## config.mk

```make
export PLATFORM = sky130hd
export DESIGN_NAME = trap_ctrl_unit_flat
export DESIGN_NICKNAME = d
export VERILOG_FILES = /design/src/rtl/rv32ima_pkg.sv /design/src/rtl/exception_if.sv /design/src/rtl/trap_priority_enc.sv /design/src/rtl/trap_ctrl_unit.sv /design/src/flat_wrapper.sv
export SDC_FILE = /design/constraint.sdc
export NUM_CORES = 1
export LEC_CHECK = 0
export BUFFER_PORTS_ARGS = -buffer_cell sky130_fd_sc_hd__buf_2
export CAP_MARGIN = 20
export CORE_MARGIN = 1
export CORE_UTILIZATION = 43
export DETAILED_ROUTE_END_ITERATION = 12
export GPL_TIMING_DRIVEN = 0
export HOLD_SLACK_MARGIN = 0.1
export PLACE_DENSITY = 0.75
export SYNTH_ARGS = -nofsm -noshare
export SYNTH_HDL_FRONTEND = slang
export SYNTH_SLANG_ARGS = --single-unit
```

## constraint.sdc

```tcl
create_clock -name CLK -period 1.5 [get_ports CLK]
set_input_delay 0.075 -clock CLK [delete_from_list [all_inputs] [get_ports CLK]]
set_output_delay 0.075 -clock CLK [all_outputs]
set_load 0.01 [all_outputs]
```

## src/rtl/rv32ima_pkg.sv

```systemverilog
// Shared types for the machine-mode trap controller: exception event structs,
// trap cause codes, CSR addresses and the trap FSM state encoding.
package rv32ima_pkg;

  typedef struct packed {
    logic misaligned;
    logic access_fault;
  } inst_fetch_exception_t;

  typedef struct packed {
    logic illegal;
    logic ecall;
    logic ebreak;
  } decoder_exception_t;

  typedef struct packed {
    logic ld_misaligned;
    logic ld_fault;
    logic st_misaligned;
    logic st_fault;
  } ldst_exception_t;

  typedef enum logic [3:0] {
    CAUSE_FETCH_MISALIGNED = 4'd0,
    CAUSE_FETCH_FAULT      = 4'd1,
    CAUSE_ILLEGAL          = 4'd2,
    CAUSE_BREAKPOINT       = 4'd3,
    CAUSE_LD_MISALIGNED    = 4'd4,
    CAUSE_LD_FAULT         = 4'd5,
    CAUSE_ST_MISALIGNED    = 4'd6,
    CAUSE_ST_FAULT         = 4'd7,
    CAUSE_ECALL_M          = 4'd11
  } trap_cause_t;

  typedef enum logic [1:0] {
    RUN    = 2'd0,
    FLUSH  = 2'd1,
    LOCKUP = 2'd2
  } trap_state_t;

  localparam logic [11:0] CSR_MSTATUS = 12'h300;
  localparam logic [11:0] CSR_MTVEC   = 12'h305;
  localparam logic [11:0] CSR_MEPC    = 12'h341;
  localparam logic [11:0] CSR_MCAUSE  = 12'h342;
  localparam logic [11:0] CSR_MTVAL   = 12'h343;

  localparam int MSTATUS_MIE_BIT  = 3;
  localparam int MSTATUS_MPIE_BIT = 7;

  // Machine-only core: MPP always reads back as M-mode (2'b11).
  function automatic logic [31:0] mstatus_pack(input logic mie, input logic mpie);
    logic [31:0] v;
    v = 32'h0000_1800;
    v[MSTATUS_MIE_BIT]  = mie;
    v[MSTATUS_MPIE_BIT] = mpie;
    return v;
  endfunction

endpackage

```

## src/rtl/exception_if.sv

```systemverilog
// Exception event bus between pipeline stages (publishers) and the trap controller (subscriber).
interface exception_if;
  import rv32ima_pkg::*;

  // Event flags are level-valid with no ready: a flag is consumed only in the cycle
  // the subscriber raises trap_enable; otherwise the publisher must re-present it.
  inst_fetch_exception_t fetch_exc;
  decoder_exception_t    dec_exc;
  ldst_exception_t       ldst_exc;
  logic [31:0]           current_pc;

  logic                  trap_enable;
  logic [31:0]           trap_handler_addr;
  logic [31:0]           epc_value;
  logic                  xret_enable;

  modport publisher (
    output fetch_exc, dec_exc, ldst_exc, current_pc,
    input  trap_enable, trap_handler_addr, epc_value, xret_enable
  );

  modport subscriber (
    input  fetch_exc, dec_exc, ldst_exc, current_pc,
    output trap_enable, trap_handler_addr, epc_value, xret_enable
  );

endinterface

```

## src/rtl/trap_priority_enc.sv

```systemverilog
// Combinational priority encoder: exception event structs to {valid, cause, use_fault_addr}.
module trap_priority_enc
  import rv32ima_pkg::*;
(
  input  inst_fetch_exception_t i_fetch,
  input  decoder_exception_t    i_dec,
  input  ldst_exception_t       i_ldst,
  output logic                  o_valid,
  output trap_cause_t           o_cause,
  output logic                  o_use_fault_addr
);

  always_comb begin
    o_valid          = 1'b1;
    o_cause          = CAUSE_FETCH_MISALIGNED;
    o_use_fault_addr = 1'b0;
    // ecall sits below ebreak and above all load/store events.
    if (i_fetch.misaligned) begin
      o_cause = CAUSE_FETCH_MISALIGNED;  o_use_fault_addr = 1'b1;
    end else if (i_fetch.access_fault) begin
      o_cause = CAUSE_FETCH_FAULT;       o_use_fault_addr = 1'b1;
    end else if (i_dec.illegal) begin
      o_cause = CAUSE_ILLEGAL;
    end else if (i_dec.ebreak) begin
      o_cause = CAUSE_BREAKPOINT;
    end else if (i_dec.ecall) begin
      o_cause = CAUSE_ECALL_M;
    end else if (i_ldst.ld_misaligned) begin
      o_cause = CAUSE_LD_MISALIGNED;     o_use_fault_addr = 1'b1;
    end else if (i_ldst.ld_fault) begin
      o_cause = CAUSE_LD_FAULT;          o_use_fault_addr = 1'b1;
    end else if (i_ldst.st_misaligned) begin
      o_cause = CAUSE_ST_MISALIGNED;     o_use_fault_addr = 1'b1;
    end else if (i_ldst.st_fault) begin
      o_cause = CAUSE_ST_FAULT;          o_use_fault_addr = 1'b1;
    end else begin
      o_valid = 1'b0;
    end
  end

endmodule

```

## src/rtl/trap_ctrl_unit.sv

```systemverilog
// Machine-mode trap controller: event prioritisation, trap CSRs, MRET and lockup detection.
// Optional macro TRAP_MTVAL_EN: mtval captures the faulting address; otherwise mtval reads 0.
module trap_ctrl_unit
  import rv32ima_pkg::*;
#(
  parameter int          LOCKUP_LIMIT = 4,
  parameter logic [31:0] RESET_MTVEC  = 32'h0000_0100
)(
  input  logic                  CLK,
  input  logic                  nRST,
  exception_if.subscriber       exc,
  input  logic                  stall,
  input  logic                  mret_inst,
  input  logic                  inst_retire,
  input  logic [31:0]           fault_addr,
  input  logic                  csr_wen,
  input  logic [11:0]           csr_addr,
  input  logic [31:0]           csr_wdata,
  output logic [31:0]           csr_rdata,
  output logic                  csr_hit,
  output logic                  halt,
  output trap_state_t           dbg_state
);

  localparam int               CNT_W   = $clog2(LOCKUP_LIMIT + 1);
  localparam logic [CNT_W-1:0] CNT_MAX = CNT_W'(LOCKUP_LIMIT);

  logic             w_evt_valid;
  trap_cause_t      w_cause;
  logic             w_use_fault;
  logic             w_active;
  logic             w_trap;
  logic             w_mret;
  logic             w_csr_wr_hold;
  trap_state_t      r_state;
  trap_state_t      w_state_next;
  logic [CNT_W-1:0] r_trap_cnt;
  logic [31:0]      r_mepc;
  logic [31:0]      r_mcause;
  logic [31:0]      r_mtvec;
  logic [31:0]      w_mtval;
  logic             r_mie;
  logic             r_mpie;

  trap_priority_enc u_prio (
    .i_fetch          (exc.fetch_exc),
    .i_dec            (exc.dec_exc),
    .i_ldst           (exc.ldst_exc),
    .o_valid          (w_evt_valid),
    .o_cause          (w_cause),
    .o_use_fault_addr (w_use_fault)
  );

  assign w_active      = (r_state == RUN) && !stall;
  assign w_trap        = w_active && w_evt_valid;
  assign w_mret        = w_active && mret_inst && !w_evt_valid;
  // A trap owns mepc/mcause/mtval/mstatus in its cycle; software writes to them are dropped.
  assign w_csr_wr_hold = csr_wen && !w_trap;

  assign exc.trap_enable       = w_trap;
  assign exc.trap_handler_addr = {r_mtvec[31:2], 2'b00};
  assign exc.xret_enable       = w_mret;
  assign exc.epc_value         = r_mepc;
  assign halt                  = (r_state == LOCKUP);
  assign dbg_state             = r_state;

  always_ff @(posedge CLK or negedge nRST) begin
    if (!nRST) r_state <= RUN;
    else       r_state <= w_state_next;
  end

  always_comb begin
    w_state_next = r_state;
    case (r_state)
      RUN:     if (w_trap) w_state_next = FLUSH;
      FLUSH:   w_state_next = (r_trap_cnt == CNT_MAX) ? LOCKUP : RUN;
      LOCKUP:  w_state_next = LOCKUP;
      default: w_state_next = RUN;
    endcase
  end

  always_ff @(posedge CLK or negedge nRST) begin
    if (!nRST) begin
      r_trap_cnt <= '0;
    end else if (w_trap) begin
      if (inst_retire)              r_trap_cnt <= CNT_W'(1);
      else if (r_trap_cnt != CNT_MAX) r_trap_cnt <= r_trap_cnt + 1'b1;
    end else if (inst_retire) begin
      r_trap_cnt <= '0;
    end
  end

  always_ff @(posedge CLK or negedge nRST) begin
    if (!nRST) begin
      r_mepc   <= '0;
      r_mcause <= '0;
      r_mtvec  <= {RESET_MTVEC[31:2], 2'b00};
      r_mie    <= 1'b0;
      r_mpie   <= 1'b0;
    end else begin
      if (csr_wen && csr_addr == CSR_MTVEC) r_mtvec <= {csr_wdata[31:2], 2'b00};
      if (w_trap) begin
        r_mepc   <= exc.current_pc;
        r_mcause <= {28'd0, w_cause};
        r_mpie   <= r_mie;
        r_mie    <= 1'b0;
      end else begin
        if (w_mret) begin
          r_mie  <= r_mpie;
          r_mpie <= 1'b1;
        end else if (w_csr_wr_hold && csr_addr == CSR_MSTATUS) begin
          r_mie  <= csr_wdata[MSTATUS_MIE_BIT];
          r_mpie <= csr_wdata[MSTATUS_MPIE_BIT];
        end
        if (w_csr_wr_hold && csr_addr == CSR_MEPC)   r_mepc   <= {csr_wdata[31:2], 2'b00};
        if (w_csr_wr_hold && csr_addr == CSR_MCAUSE) r_mcause <= csr_wdata;
      end
    end
  end

`ifdef TRAP_MTVAL_EN
  logic [31:0] r_mtval;
  always_ff @(posedge CLK or negedge nRST) begin
    if (!nRST)                                           r_mtval <= '0;
    else if (w_trap)                                     r_mtval <= w_use_fault ? fault_addr : 32'd0;
    else if (w_csr_wr_hold && csr_addr == CSR_MTVAL)     r_mtval <= csr_wdata;
  end
  assign w_mtval = r_mtval;
`else
  logic w_unused_mtval_src;
  assign w_unused_mtval_src = ^{fault_addr, w_use_fault};
  assign w_mtval            = 32'd0;
`endif

  always_comb begin
    csr_hit   = 1'b1;
    csr_rdata = 32'd0;
    case (csr_addr)
      CSR_MSTATUS: csr_rdata = mstatus_pack(r_mie, r_mpie);
      CSR_MTVEC:   csr_rdata = r_mtvec;
      CSR_MEPC:    csr_rdata = r_mepc;
      CSR_MCAUSE:  csr_rdata = r_mcause;
      CSR_MTVAL:   csr_rdata = w_mtval;
      default:     csr_hit   = 1'b0;
    endcase
  end

endmodule

```

## src/flat_wrapper.sv

```systemverilog
// flat-port wrapper written by rule: the top's interface ports become plain ports
module trap_ctrl_unit_flat import rv32ima_pkg::*;
#(
  parameter int          LOCKUP_LIMIT = 4,
  parameter logic [31:0] RESET_MTVEC  = 32'h0000_0100
)
  (CLK, nRST, stall, mret_inst, inst_retire, fault_addr, csr_wen, csr_addr, csr_wdata, csr_rdata, csr_hit, halt, dbg_state, exc_fetch_exc, exc_dec_exc, exc_ldst_exc, exc_current_pc, exc_trap_enable, exc_trap_handler_addr, exc_epc_value, exc_xret_enable);
  exception_if exc_i ();
  input  logic CLK;
  input  logic nRST;
  input  logic stall;
  input  logic mret_inst;
  input  logic inst_retire;
  input  logic [31:0] fault_addr;
  input  logic csr_wen;
  input  logic [11:0] csr_addr;
  input  logic [31:0] csr_wdata;
  output logic [31:0] csr_rdata;
  output logic csr_hit;
  output logic halt;
  output trap_state_t dbg_state;
  input wire logic [$bits(exc_i.fetch_exc)-1:0] exc_fetch_exc;
  input wire logic [$bits(exc_i.dec_exc)-1:0] exc_dec_exc;
  input wire logic [$bits(exc_i.ldst_exc)-1:0] exc_ldst_exc;
  input wire logic [$bits(exc_i.current_pc)-1:0] exc_current_pc;
  output wire logic [$bits(exc_i.trap_enable)-1:0] exc_trap_enable;
  output wire logic [$bits(exc_i.trap_handler_addr)-1:0] exc_trap_handler_addr;
  output wire logic [$bits(exc_i.epc_value)-1:0] exc_epc_value;
  output wire logic [$bits(exc_i.xret_enable)-1:0] exc_xret_enable;
  assign exc_i.fetch_exc = exc_fetch_exc;
  assign exc_i.dec_exc = exc_dec_exc;
  assign exc_i.ldst_exc = exc_ldst_exc;
  assign exc_i.current_pc = exc_current_pc;
  assign exc_trap_enable = exc_i.trap_enable;
  assign exc_trap_handler_addr = exc_i.trap_handler_addr;
  assign exc_epc_value = exc_i.epc_value;
  assign exc_xret_enable = exc_i.xret_enable;
  trap_ctrl_unit #(.LOCKUP_LIMIT(LOCKUP_LIMIT), .RESET_MTVEC(RESET_MTVEC)) u_core (.CLK(CLK), .nRST(nRST), .exc(exc_i), .stall(stall), .mret_inst(mret_inst), .inst_retire(inst_retire), .fault_addr(fault_addr), .csr_wen(csr_wen), .csr_addr(csr_addr), .csr_wdata(csr_wdata), .csr_rdata(csr_rdata), .csr_hit(csr_hit), .halt(halt), .dbg_state(dbg_state));
endmodule
```

== After elaboration in Yosys (flattened, before gate mapping) ==
Index checks and enable logic that the tools add are counted.

* Register bits after elaboration: 101
* Input bits: 123
* Output and inout port bits: 102
* Word-level logic and storage cells: 75

* $add $sub $neg: 1
* Mux-type cells: 37
* Reductions and logical operators: 20
* Equality and inequality tests: 10

{| class="wikitable"
|+ Operator list
! operator !! number
|-
| two-way mux 32 bit || 4
|-
| case mux 32 bit (4 select lines) || 1
|-
| equality test 12 x 10 -> 1 bit (second input constant) || 5
|-
| two-way mux 3 bit || 8
|-
| two-way mux 4 bit || 5
|-
| two-way mux 1 bit || 16
|-
| logical AND 1 bit || 9
|-
| nonzero test 2 bit || 4
|-
| case mux 2 bit (3 select lines) || 1
|-
| OR reduction 5 bit || 1
|-
| two-way mux 2 bit || 2
|-
| adder 3 x 1 -> 3 bit (second input constant) || 1
|-
| equality test 3 bit (second input constant) || 1
|-
| zero test 1 bit || 3
|-
| inequality test 3 bit (second input constant) || 1
|-
| nonzero test 3 bit || 1
|-
| equality test 2 x 1 -> 1 bit (second input constant) || 1
|-
| equality test 2 bit (second input constant) || 1
|-
| zero test 2 bit || 1
|-
| inequality test 2 x 1 -> 1 bit (second input constant) || 1
|-
| AND reduction 2 bit || 1
|}

== Depth between registers and ports, before layout ==
* Word-level depth: 16
* Depth in mapped cells: 7
* Gate-level depth less buffers: 5

== Cells and area by module ==
From an unflattened synthesis, not the netlist that was laid out.

* Cells, all modules: 503
* Area total of the unflattened synthesis: 5152.4 sq um

{| class="wikitable"
|+ By module, submodules not included
! module !! instances !! cells an instance !! area an instance (sq um) !! seq. area each (sq um)
|-
| trap_ctrl_unit || 1 || 486 || 5034.8 || 2528.7
|-
| trap_priority_enc || 1 || 17 || 117.6 || 0.0
|}

== Worst setup path before layout ==
Ideal clock, no wire load.

* Path type: register to register
* From: register u_core.r_state[1], in the netlist u_core.dbg_state[1]
* To: register u_core.r_mcause[23]
* Clock period less this slack: 1543 ps
* Required time: 1377 ps
* Arrival time: 1420 ps
* Buffers on the path: 2
* Cell stages (with the launch flop): 7
* Library setup time: 123 ps
* Slack: -43 ps
* Cells stage by stage: dfrtp_1 -> nor3_1 -> o31ai_2 -> inv_2 -> buf_6 -> buf_2 -> nor2_1

* Cells in the longest elaborated chain, start to end: 7
* Elaborated cells on any way between the ends: 8
* Classes of those cells: 1 x mux; 7 x reduce/logical

{| class="wikitable"
|+ Ends and longest elaborated chain
! element !! line !! RTL
|-
| start, declared || trap_ctrl_unit.sv:35 || <nowiki>trap_state_t r_state;</nowiki>
|-
| start signal, assigned || trap_ctrl_unit.sv:69 || <nowiki>else r_state <= w_state_next;</nowiki>
|-
| zero test 2 bit (*) || trap_ctrl_unit.sv:54 || <nowiki>assign w_active = (r_state == RUN) && !stall;</nowiki>
|-
| logical AND 1 bit (*) || trap_ctrl_unit.sv:54 ||
|-
| logical AND 1 bit (*) || trap_ctrl_unit.sv:55 || <nowiki>assign w_trap = w_active && w_evt_valid;</nowiki>
|-
| via exc_trap_enable || flat_wrapper.sv:26 || <nowiki>output wire logic [$bits(exc_i.trap_enable)-1:0] exc_trap_enable;</nowiki>
|-
| zero test 1 bit || trap_ctrl_unit.sv:58 || <nowiki>assign w_csr_wr_hold = csr_wen && !w_trap;</nowiki>
|-
| logical AND 1 bit || trap_ctrl_unit.sv:58 ||
|-
| logical AND 1 bit || trap_ctrl_unit.sv:116 || <nowiki>if (w_csr_wr_hold && csr_addr == CSR_MCAUSE) r_mcause <= csr_wdata;</nowiki>
|-
| nonzero test 2 bit (no line) || -- ||
|-
| end signal, assigned || trap_ctrl_unit.sv:104 || <nowiki>r_mcause <= {28'd0, w_cause};</nowiki>
|-
| end signal, assigned || trap_ctrl_unit.sv:116 ||
|-
| end, declared || trap_ctrl_unit.sv:39 || <nowiki>logic [31:0] r_mcause;</nowiki>
|}

The timed path passes the listed nets; every way through them passes the cells marked *.
A chain may end at the register's enable or synchronous reset.

== Worst setup path after layout ==
* From: input csr_addr[2]
* To: output csr_rdata[10]

* Cells in the longest elaborated chain, start to end: 2
* Elaborated cells on any way between the ends: 5
* Classes of those cells: 4 x eq/ne; 1 x mux

{| class="wikitable"
|+ Ends and longest elaborated chain
! element !! line !! RTL
|-
| start, declared || flat_wrapper.sv:16 || <nowiki>input logic [11:0] csr_addr;</nowiki>
|-
| equality test 12 x 10 -> 1 bit || trap_ctrl_unit.sv:138 || <nowiki>case (csr_addr)</nowiki>
|-
| case mux 32 bit (4 select lines) (*) || trap_ctrl_unit.sv:138 ||
|-
| end, declared || flat_wrapper.sv:18 || <nowiki>output logic [31:0] csr_rdata;</nowiki>
|}

Every way passes the cells marked *; elsewhere a longest branch is shown, timed or not.

==> metrics.cfg <==
[logic_synthesis]
ys.flop_type = dfrtp_1
synthArstFlopShare_pct = 100.0
ys_seq_area_share_pct = 50.59
post-synth-top-count-cell = dfrtp_1
synth_top_area_cell = dfrtp_1
synth.area.top_cells = dfrtp_1, mux2i_1, mux2_2
synth.top_cell.area_share_pct = 50.06
synth_common_cells = dfrtp_1, mux2i_1, nand2_1
syn_avg_cell_area_um2 = 10.80
synth_cell_types = 46
synth_cells = 463
synth_warnings = 0
synth_edf_count = 0
ys_seq_elements = 101
netlist_area_mm2 = 0.004999

[layout]
fin_util_pct = 74.00
nFillCells = 717
final_area_mm2 = 0.008413
diodes = 0
final_layout_size_suffix_gt1_share_pct = 50.00
seqCellArea_mm2 = 0.002531
syn_to_final_growth_pct = 68.31
fin_nets = 900
multi_input_area_mm2 = 0.002545
fin_cells = 923

[power]
power_leakage_nw = 4.823
seq_power_share_pct = 43.0
swShare_pct = 26.71
power_density_mw_per_mm2 = 836.2
internal_power_w = 0.005156
switching_power_w = 0.001879
p_clk_share_pct = 37.2
ir_drop_mv = 0.5840
p_comb_share_pct = 19.9

[drt]
drt_iter0_drc = 632
vias_per_cell = 5.680
drc = 0
wl_per_cell_um = 20.40
routed_wl_um = 18830
postRouteAntennaNets = 0
vias = 5243
drt_first_pass_iters = 9

[clock_network]
clock-sinks = 101
clkTransAtPathRegs_ns = 0.07
cts_tree = built
htreeDepth = 3
numCtsBuffers = 9
cts_root_buffer = clkbuf_16
clk_latency_ns = 0.36
cts_buffer_depth = 2
hold_buffers = 70

[floorplan]
die_w_um = 109.8
die_h_um = 109.8
start_util_pct = 43.96
placementRows = 39
coreArea_mm2 = 0.01137
num_io_pins = 225
dieArea_mm2 = 0.01206

[status]
violations = negative setup slack
outcome = complete, but fails checks

[setup_path]
worstPathArrival_ns = 1.57
rrSetupSlack_ns = -0.12
crit_required_ns = 1.42
worstSetupStartpointType = primary input
cp_max_fo = 8
crit_type = primary input to primary output
worstSetupEndpointType = primary output

[timing]
totalNegativeSetupSlack_ns = -4.647
finalCritPeriodShare_pct = 109.9
relSlewSlack_pct = 55.97
rsz0062_at_grt = true
worst_slack_ns = -0.1489
period_needed_ns = 1.649
finalMaxSlewViolations = 0
max_freq_ghz = 0.6065
skew_ns = 0.003362
whs_ns = 0.07706
hold_viol_final = 0
worst_pin_slew_ns = 0.6605
setup_viol = 82

[placed_design]
port_buffers = 190
place_congestion = 0.8610
dp_cells = 798
place_hpwl_um = 10750
dpl_cell_area_mm2 = 0.006176

[global_route]
antenna_found_initial = 0
grt_max_degree = 57
grt_pass1_vias = 5198
grtUsageTotal_pct = 29.06
grt_overflow = 0
grt_pass1_wl_um = 26150

[hold_path]
hp-class = primary input to flip-flop

[flow_run]
drv_cap = 0

-- cell usage in the layout, fill, tap and decap left out, drive strengths merged, types with 3 or more instances in the layout --
cell type	Yosys	routed
a21oi	7	7
a222oi	26	26
a22oi	7	7
buf	22	250
clkbuf	13	26
dfrtp	100	100
dlygate4sd3	0	70
inv	33	34
mux2	30	30
mux2i	65	65
nand2	39	39
nand3	5	5
nand4	3	3
nor2	34	34
nor2b	3	3
nor3	3	3
nor4	3	3
nor4bb	3	3
o21ai	40	40
o31ai	3	3
-- power by group through the flow --
stage / Combinational [W] / Sequential (W) / Clock [W]
floorplan: 0.000301 / 0.00310 / 0
global placement: 0.000778 / 0.00305 / 0
detailed placement: 0.000815 / 0.00306 / 0
CTS: 0.00108 / 0.00302 / 0.00265
global route: 0.00150 / 0.00304 / 0.00275
finish: 0.00140 / 0.00302 / 0.00261
-- metal layers --
layer  GRT usage (%)  part of all wire [%]
met2           49.33                    52
met4           17.62                   3.3
met3           6.343                   6.8
met1           33.42                    38
met5               0                     0
-- what timing repair did --
action	CTS	global route
resized for setup	81	133
hold endpoints to repair	142	2
setup endpoints to repair	101	98
buffers inserted	20	17
pin swaps	28	47
gates cloned	5	6
-- stage by stage --
| step | total power [W] | setup WS (ns) |
|---|---|---|
| after global placement | 0.003826 | -0.8405 |
| after CTS | 0.006742 | -0.1236 |
| final | 0.007035 | -0.1489 |
| after detailed placement | 0.003877 | -0.8472 |
| after floorplan | 0.003399 | 0.01968 |
| after global routing | 0.007292 | -0.2004 |
-- critical path: stages --
cell and delay (ns):
buf_2 0.15, nor4bb_1 0.39, and3_4 0.38, buf_6 0.16, a222oi_1 0.11, inv_1 0.15, buf_2 0.16
-- final timing paths --
| check | from | depth (start not counted) | endpoint |
|---|---|---|---|
| worst min-delay path | exc_dec_exc[0] | 4 | u_core.r_mcause[3] |
| worst min register to register | u_core.r_mcause[26] | 2 | u_core.r_mcause[26] |
| worst max register to register | u_core.dbg_state[0] | 9 | u_core.exc.epc_value[20] |
| min in group asynchronous | nRST | 2 | u_core.exc.epc_value[20] |
| worst max-delay path | csr_addr[2] | 7 | csr_rdata[10] |
| max in group asynchronous | nRST | 3 | u_core.dbg_state[1] |
-- state kept, by name, summed over array words and instances (netlist names) --
signal                flops
u_core.exc.epc_value     32
u_core.r_mtvec           30
u_core.dbg_state          2
u_core.r_trap_cnt         3
u_core.r_mpie             1
u_core.r_mie              1
u_core.r_mcause          32
-- kinds of logic (layout without fill, tap and decap cells) --
kind of cell    Yosys count  after routing  share of synthesized area [%]
fa+ha+maj                 2              2                         0.5005
simple gates            105            105                          10.21
flops                   101            101                          50.59
mux                      95             95                          19.77
buf+inv                  68            384                          6.033
compound gates           91             91                          12.82
other cells               1              2                        0.07502
-- final cells by class --
cell class              instances  share of cell area [%]
inverters                      33                   1.472
repair buffers                307                   27.81
well taps                     143                   2.127
flip-flops and latches        101                   30.09
plain buffers                  28                   4.283
multi-input cells             295                   30.25
clock inverters                 5                  0.9667
clock buffers                  11                   3.004
No activity file was read; power rests on OpenSTA's default activity.
